File: config.mk
export PLATFORM = sky130hd
export DESIGN_NAME = decode_stage
export DESIGN_NICKNAME = d
export VERILOG_FILES = /design/src/rtl/decode_stage.sv
export SDC_FILE = /design/constraint.sdc
export NUM_CORES = 1
export LEC_CHECK = 0
export BUFFER_PORTS_ARGS = -buffer_cell sky130_fd_sc_hd__buf_2
export CELL_PAD_IN_SITES_DETAIL_PLACEMENT = 2
export CELL_PAD_IN_SITES_GLOBAL_PLACEMENT = 2
export CORE_ASPECT_RATIO = 0.9
export CORE_UTILIZATION = 34
export DETAILED_ROUTE_END_ITERATION = 10
export PLACE_DENSITY_LB_ADDON = 0.1
export SLEW_MARGIN = 15
export SYNTH_ARGS = -nofsm -noshare
export SYNTH_HDL_FRONTEND = slang
export SYNTH_SLANG_ARGS = --single-unit
File: constraint.sdc
create_clock -name clk -period 4.5 [get_ports clk]
set_input_delay 0.225 -clock clk [delete_from_list [all_inputs] [get_ports clk]]
set_output_delay 0.225 -clock clk [all_outputs]
set_load 0.005 [all_outputs]
File: src/rtl/decode_stage.sv
// RV32I decode stage: field/immediate decode, busy-bit scoreboard with RAW/WAW stall,
// and a one-entry output register. Optional stall counter enabled by DECODE_STALL_COUNT_EN.
module decode_stage #(
  parameter int XLEN = 32
) (
  input  logic            clk,
  input  logic            rst_n,
  input  logic            in_valid,
  output logic            in_ready,
  input  logic [31:0]     in_instr,
  input  logic [XLEN-1:0] in_pc,
  output logic [4:0]      A1,
  output logic [4:0]      A2,
  input  logic [XLEN-1:0] RD1,
  input  logic [XLEN-1:0] RD2,
  input  logic            wb_we,
  input  logic [4:0]      wb_rd,
  input  logic            flush,
  output logic            out_valid,
  input  logic            out_ready,
  output logic [XLEN-1:0] out_pc,
  output logic [XLEN-1:0] out_rs1_val,
  output logic [XLEN-1:0] out_rs2_val,
  output logic [31:0]     out_imm,
  output logic [4:0]      out_rd,
  output logic [6:0]      out_opcode,
  output logic [2:0]      out_funct3,
  output logic            out_funct7b5,
  output logic            out_we,
  output logic            out_illegal,
  output logic [31:0]     stall_count
);

  localparam logic [6:0] OP_R      = 7'b0110011;
  localparam logic [6:0] OP_IALU   = 7'b0010011;
  localparam logic [6:0] OP_LOAD   = 7'b0000011;
  localparam logic [6:0] OP_STORE  = 7'b0100011;
  localparam logic [6:0] OP_BRANCH = 7'b1100011;
  localparam logic [6:0] OP_JAL    = 7'b1101111;
  localparam logic [6:0] OP_JALR   = 7'b1100111;
  localparam logic [6:0] OP_LUI    = 7'b0110111;
  localparam logic [6:0] OP_AUIPC  = 7'b0010111;

  logic [6:0]  opcode;
  logic [4:0]  rd;
  logic [4:0]  rs1;
  logic [4:0]  rs2;
  logic [2:0]  funct3;

  logic [31:0] imm_i;
  logic [31:0] imm_s;
  logic [31:0] imm_b;
  logic [31:0] imm_u;
  logic [31:0] imm_j;

  logic        dec_rs1_used;
  logic        dec_rs2_used;
  logic        dec_writes;
  logic        dec_we;
  logic        dec_illegal;
  logic [31:0] dec_imm;

  logic [31:0] busy;
  logic [31:0] busy_next;
  logic        hazard;
  logic        accept;

  assign opcode = in_instr[6:0];
  assign rd     = in_instr[11:7];
  assign funct3 = in_instr[14:12];
  assign rs1    = in_instr[19:15];
  assign rs2    = in_instr[24:20];

  assign A1 = rs1;
  assign A2 = rs2;

  assign imm_i = {{20{in_instr[31]}}, in_instr[31:20]};
  assign imm_s = {{20{in_instr[31]}}, in_instr[31:25], in_instr[11:7]};
  assign imm_b = {{19{in_instr[31]}}, in_instr[31], in_instr[7], in_instr[30:25],
                  in_instr[11:8], 1'b0};
  assign imm_u = {in_instr[31:12], 12'b0};
  assign imm_j = {{11{in_instr[31]}}, in_instr[31], in_instr[19:12], in_instr[20],
                  in_instr[30:21], 1'b0};

  always_comb begin
    dec_rs1_used = 1'b0;
    dec_rs2_used = 1'b0;
    dec_writes   = 1'b0;
    dec_illegal  = 1'b0;
    dec_imm      = 32'd0;
    case (opcode)
      OP_R: begin
        dec_rs1_used = 1'b1;
        dec_rs2_used = 1'b1;
        dec_writes   = 1'b1;
      end
      OP_IALU, OP_LOAD, OP_JALR: begin
        dec_rs1_used = 1'b1;
        dec_writes   = 1'b1;
        dec_imm      = imm_i;
      end
      OP_STORE: begin
        dec_rs1_used = 1'b1;
        dec_rs2_used = 1'b1;
        dec_imm      = imm_s;
      end
      OP_BRANCH: begin
        dec_rs1_used = 1'b1;
        dec_rs2_used = 1'b1;
        dec_imm      = imm_b;
      end
      OP_JAL: begin
        dec_writes = 1'b1;
        dec_imm    = imm_j;
      end
      OP_LUI, OP_AUIPC: begin
        dec_writes = 1'b1;
        dec_imm    = imm_u;
      end
      default: dec_illegal = 1'b1;
    endcase
  end

  // x0 is never tracked, so a write to it neither sets a busy bit nor counts as a write.
  assign dec_we = dec_writes & (rd != 5'd0);

  // The hazard looks at the registered busy vector only; a retire this cycle is seen next cycle.
  assign hazard = (dec_rs1_used & busy[rs1]) |
                  (dec_rs2_used & busy[rs2]) |
                  (dec_we & busy[rd]);

  // Handshake: a beat moves on a port in any cycle where its valid and ready are both high.
  // in_ready never depends on in_valid; out_* are held stable while out_valid & !out_ready.
  assign in_ready = rst_n & (~out_valid | out_ready) & ~hazard & ~flush;
  assign accept   = in_valid & in_ready;

  // Clears first, then the set, so a same-index set wins over a writeback clear.
  always_comb begin
    busy_next = busy;
    if (wb_we) begin
      busy_next[wb_rd] = 1'b0;
    end
    if (flush && out_valid && out_we) begin
      busy_next[out_rd] = 1'b0;
    end
    if (accept && dec_we) begin
      busy_next[rd] = 1'b1;
    end
    busy_next[0] = 1'b0;
  end

  always_ff @(posedge clk or negedge rst_n) begin
    if (!rst_n) begin
      busy <= 32'd0;
    end else begin
      busy <= busy_next;
    end
  end

  always_ff @(posedge clk or negedge rst_n) begin
    if (!rst_n) begin
      out_valid <= 1'b0;
    end else if (flush) begin
      out_valid <= 1'b0;
    end else if (accept) begin
      out_valid <= 1'b1;
    end else if (out_ready) begin
      out_valid <= 1'b0;
    end
  end

  always_ff @(posedge clk or negedge rst_n) begin
    if (!rst_n) begin
      out_pc       <= '0;
      out_rs1_val  <= '0;
      out_rs2_val  <= '0;
      out_imm      <= 32'd0;
      out_rd       <= 5'd0;
      out_opcode   <= 7'd0;
      out_funct3   <= 3'd0;
      out_funct7b5 <= 1'b0;
      out_we       <= 1'b0;
      out_illegal  <= 1'b0;
    end else if (accept) begin
      out_pc       <= in_pc;
      out_rs1_val  <= RD1;
      out_rs2_val  <= RD2;
      out_imm      <= dec_imm;
      out_rd       <= rd;
      out_opcode   <= opcode;
      out_funct3   <= funct3;
      out_funct7b5 <= in_instr[30];
      out_we       <= dec_we;
      out_illegal  <= dec_illegal;
    end
  end

`ifdef DECODE_STALL_COUNT_EN
  // Counts cycles where a presented instruction is held back by the scoreboard.
  logic [31:0] stall_cnt_q;

  always_ff @(posedge clk or negedge rst_n) begin
    if (!rst_n) begin
      stall_cnt_q <= 32'd0;
    end else if (in_valid && hazard) begin
      stall_cnt_q <= stall_cnt_q + 32'd1;
    end
  end

  assign stall_count = stall_cnt_q;
`else
  assign stall_count = 32'd0;
`endif

endmodule

======== Word level (Yosys, flattened, before mapping) ========
Index checks and enable logic that the tools add are counted.
operators by class
  $lt $le $gt $ge ......................... 8
  eq/ne operators ......................... 9
  mux-type cells .......................... 23
  bitwise gates (word level) .............. 19
  reduce and logical (&&, ||, !) cells .... 14
operators with widths
  operator                                              number
  one-hot mux 32 bit (5 select lines)                   1
  two-way mux 32 bit                                    3
  AND 32 bit                                            2
  NOT 32 bit                                            2
  OR 32 bit                                             1
  < comparator 5 x 6 -> 1 bit (second input constant)   5
  == test 7 x 6 -> 1 bit (second input constant)        3
  == test 7 bit (second input constant)                 3
  binary-select mux 1 bit (select 5 bit)                3
  demux 1 bit (select 5 bit)                            3
  >= comparator 5 x 1 -> 1 bit (second input constant)  3
  == test 7 x 5 -> 1 bit (second input constant)        2
  two-way mux 1 bit                                     13
  OR reduction 9 bit                                    1
  AND 1 bit                                             8
  == test 7 x 2 -> 1 bit (second input constant)        1
  OR reduction 7 bit                                    1
  logical AND 1 bit                                     6
  OR reduction 3 bit                                    2
  OR reduction 6 bit                                    1
  nonzero test 5 bit                                    1
  NOT 1 bit                                             3
  OR 1 bit                                              3
  nonzero test 3 bit                                    1
  OR reduction 2 bit                                    1
storage, ports and cells
  register bits after elaboration ......... 178
  output and inout port bits .............. 190
  word-level logic and storage cells ...... 85

======== Longest topological paths before layout ========
  word-level depth ........................ 12
  gate-level depth with buffers ........... 13

======== Worst setup path before layout ========
No wires, ideal clock.
  path type ............................... input port to flip-flop
  start point ............................. input in_instr[17]
  end point ............................... register out_funct3[0]
  setup time .............................. 125 ps
  data arrival time ....................... 2589 ps
  path slack .............................. 1786 ps
  stages on the path ...................... 11
  buffers on the path ..................... 5
  cell sequence ........................... buf_6 mux4_2 mux4_2 o2111ai_1 o31a_1 buf_4 and2_1 buf_4 buf_8 buf_8 mux2_4
between the ends
  longest elaborated chain between the ends .. 9
RTL lines
  item                                     line  text
  start, declared                          10    input logic [31:0] in_instr,
  binary-select mux 1 bit (select 5 bit)   128   assign hazard = (dec_rs1_used & busy[rs1]) |
  two-way mux 1 bit (implied by the code)  128
  AND 1 bit                                128
  OR 1 bit                                 128
  OR 1 bit                                 129   (dec_rs2_used & busy[rs2]) |
  NOT 1 bit                                134   assign in_ready = rst_n & (~out_valid | out_ready) & ~hazard & ~flush;
  AND 1 bit (2 in series)                  134
  AND 1 bit                                135   assign accept = in_valid & in_ready;
  end signal, assigned                     191   out_funct3 <= funct3;
  end, declared                            27    output logic [2:0] out_funct3,
No other way between the ends. The select of a mux whose other input is x is not followed.
A chain may end at the register's enable or synchronous reset.

======== Final worst setup path ========
  start point ............................. register busy[15]
  end point ............................... register out_funct7b5
between the ends
  longest elaborated chain between the ends .. 9
  elaborated cells on any way between the ends .. 15
RTL lines
  item                                                       line      text
  start, declared                                            63        logic [31:0] busy;
  start signal, assigned                                     156       busy <= busy_next;
  binary-select mux 1 bit (select 5 bit) (on tied branches)  128, 129
  two-way mux 1 bit (on tied branches)                       128, 129
  AND 1 bit (on tied branches)                               128, 129
  OR 1 bit                                                   128
  OR 1 bit (*)                                               129
  NOT 1 bit (*)                                              134
  AND 1 bit (*) (2 in series)                                134
  AND 1 bit (*)                                              135
  end signal, assigned                                       192       out_funct7b5 <= in_instr[30];
  end, declared                                              28        output logic out_funct7b5,
Mark *: on every way between the ends. The rest lies on a longest branch, timed or not. The select of a mux whose other input is x is not followed.

==> results_dict.tcl <==
set metrics [dict create \
    ant_nets 0 \
    clock_path_buffers 2 \
    final_cell_mix "295 x buf_2, 178 x dfrtp_1, 78 x mux2_4, 49 x mux2_2, 44 x a21oi_1" \
    synth_largest_area_cell "dfrtp_1" \
    cts_made_buffers 17 \
    gp_congestion 0.807 \
    worst_path_max_delay_cell "mux4_2" \
    intPower_w 0.00317 \
    grt_max_degree 69 \
    yosys-top-cells-area "dfrtp_1 49%, mux2_4 13%, mux2_2 6.1%" \
    fmax_mhz 296 \
    path_class "reg2reg" \
    period_minus_slack_ns 3.38 \
    switching_share 0.296 \
    gr-total-overflow 0 \
    maxSlewHeadroom 0.281 \
    required_ns 4.82 \
    ys_async_sr_fraction 1.00 \
    cp_max_fo 20 \
    layout_commonest_cell "buf_2" \
    finalCritPeriodShare 0.750 \
    endpoint_kind "flop" \
    maxCapViolCount 0 \
    postCtsSetupBuffers 0 \
    hp-class "in2reg" \
    place_inst 1334 \
    num_vias 7145 \
    cp_top_family "multiplexers" \
    cts_tree "built" \
    status "complete, no violations" \
    vias_per_cell 5.21 \
    clock_skew_ns 0.0159 \
    place_hpwl_um 22400 \
    startpoint "busy[15]" \
    first_iter_violations 360 \
    syn_avg_cell_area_um2 12.4 \
    finalNetCount 1151 \
    area_growth_pct 24.2 \
    io_pins 329 \
    p_per_area_nw_per_um2 398 \
    clock-sinks 178 \
    first_pass_iters 5 \
    clk_pin_slew_ns 0.08 \
    tightest_slew_ns 1.07 \
    cts_max_level 4 \
    synth_top_area_frac 0.489 \
    cp-start-kind "flop" \
    start_util 0.348 \
    die_y_um 157 \
    clockRootBuffer "clkbuf_16" \
    power_frac_seq 0.449 \
    route.detailed.drc 0 \
    fin_tns_setup_ns 0 \
    wl_per_cell_um 22.5 \
    coreArea_um2 26200 \
    leakagePower_nw 5.32 \
    ys_ff_latch 178 \
    num-fill-cells 2795 \
    pwr-share-clk 0.341 \
    cpPeakStageDelay_ns 0.50 \
    port_buffers 296 \
    clk_latency_ns 0.44 \
    layout-drive-gt1-share 0.478 \
    place_ws_ns 1.02 \
    grt_pass1_vias 7474 \
    syn_area_um2 9110 \
    num_rows 56 \
    synth_edf_count 0 \
    wl_um 30900 \
    grt_pass1_wl_um 46400 \
    layout_setup_ws_ns 1.12 \
    path_buf_inv 2 \
    p_comb_frac 0.210 \
    timing.final.hold_violations 0 \
    rsz0062_at_grt "false" \
    ys.flop_type "dfrtp_1" \
    reg2reg_from "busy[15]" \
    switchingPower_w 0.00133 \
    ys_seq_area_frac 0.489 \
    crit_chain "mux4_2 -> mux4_2 -> o2111ai_1 -> o31a_1 -> buf_4 -> and2_4 -> buf_4 -> mux2_2" \
    die_x_um 175 \
    instances_no_fill 1372 \
    ys_warn_count 0 \
    setup_viol 0 \
    synthCells 733 \
    die-area_um2 27500 \
    slew_viol_final 0 \
    vdd_drop_max_uv 272 \
    ys_types 54 \
    antenna_cells 0 \
    antenna_found_initial 0 \
    worstHoldStart "RD2[18]" \
    arrival_ns 3.69 \
    gr-usage-all-layers 0.223 \
]
[synth_stat cells (all sizes together), types with 4 or more instances]
cell    instances
a21oi          45
a22o            4
and2            6
buf            67
clkbuf         17
dfrtp         178
inv            25
mux2          127
mux2i          27
mux4           14
nand2          37
nand2b          4
nand3           9
nand3b          9
nand4           7
nor2           19
nor2b           8
nor3            8
o211ai         10
o21ai          41
o221ai         17
or3             4
or3b            4
[worst register-to-register path, delay by kind of cell (launching register included)]
family          cells  cell delay, ns
mux                 3            1.37
buf+inv             2            0.62
flops               1            0.46
simple gates        1            0.45
compound gates      2            0.35
[through the flow]
stage                      util  area, um^2  hold slack (ns)  power [W]
final                     0.432       11300           0.0160    0.00450
after global routing      0.432       11300         0.000596    0.00473
after CTS                 0.431       11300         0.000318    0.00457
after detailed placement  0.406       10600            0.254    0.00300
after global placement    0.406       10600            0.251    0.00296
after floorplan               -        9230          -0.0706    0.00252
[state kept, by name, summed over array words and instances, names as in the netlist]
register,cells
out_we,1
out_opcode,7
out_rs2_val,32
busy,31
out_pc,32
out_rd,5
out_imm,32
out_rs1_val,32
out_funct7b5,1
out_funct3,3
out_illegal,1
out_valid,1
[cells by family (layout without fill, tap and decap cells)]
family	Yosys count	in the layout	synth area share
AND/OR/NAND/NOR	128	128	0.0737
flip-flops	178	178	0.489
AO/OA/AOI/OAI	149	149	0.105
multiplexers	168	168	0.253
other	1	32	0.000412
buffers and inverters	109	369	0.0788
[metal layers]
| layer | up-vias | wire length [um] | track usage |
|---|---|---|---|
| li1 | 3160 | - | - |
| met3 | 26 | 1820 | 0.0505 |
| met5 | - | 0 | 0 |
| met2 | 259 | 15500 | 0.380 |
| met1 | 3700 | 13300 | 0.290 |
| met4 | 0 | 301 | 0.0476 |
[worst paths after layout]
kind	end	slack (ns)	depth (start not counted)
setup / recovery	out_funct7b5	1.12	8
hold / removal	out_rs2_val[18]	0.02	2
setup reg to reg	out_funct7b5	1.12	8
hold reg to reg	out_rs2_val[19]	0.51	1
max in group asynchronous	out_pc[15]	2.17	4
min in group asynchronous	out_imm[17]	0.34	2
[power by group through the flow]
stage	logic [W]	registers [W]	clock network, W
6_report	0.000946	0.00202	0.00154
5_1_grt	0.00103	0.00205	0.00164
4_1_cts	0.000962	0.00203	0.00159
3_5_place_dp	0.000953	0.00205	0
3_3_place_gp	0.000926	0.00204	0
2_1_floorplan	0.000493	0.00203	0
[what timing repair did]
action	in CTS	in global routing
resized for setup	0	0
hold buffers	5	2
hold endpoints to repair	66	2
[area by class of cell]
class                   instances  area [um^2]  share of cell area
repair buffers                313         1670               0.148
clock inverters                14          174              0.0154
inverters                      25         93.8             0.00829
well taps                     348          435              0.0385
multi-input cells             477         4060               0.359
flip-flops and latches        178         4450               0.394
clock buffers                  17          425              0.0376
(Power assumes the default switching activity.)
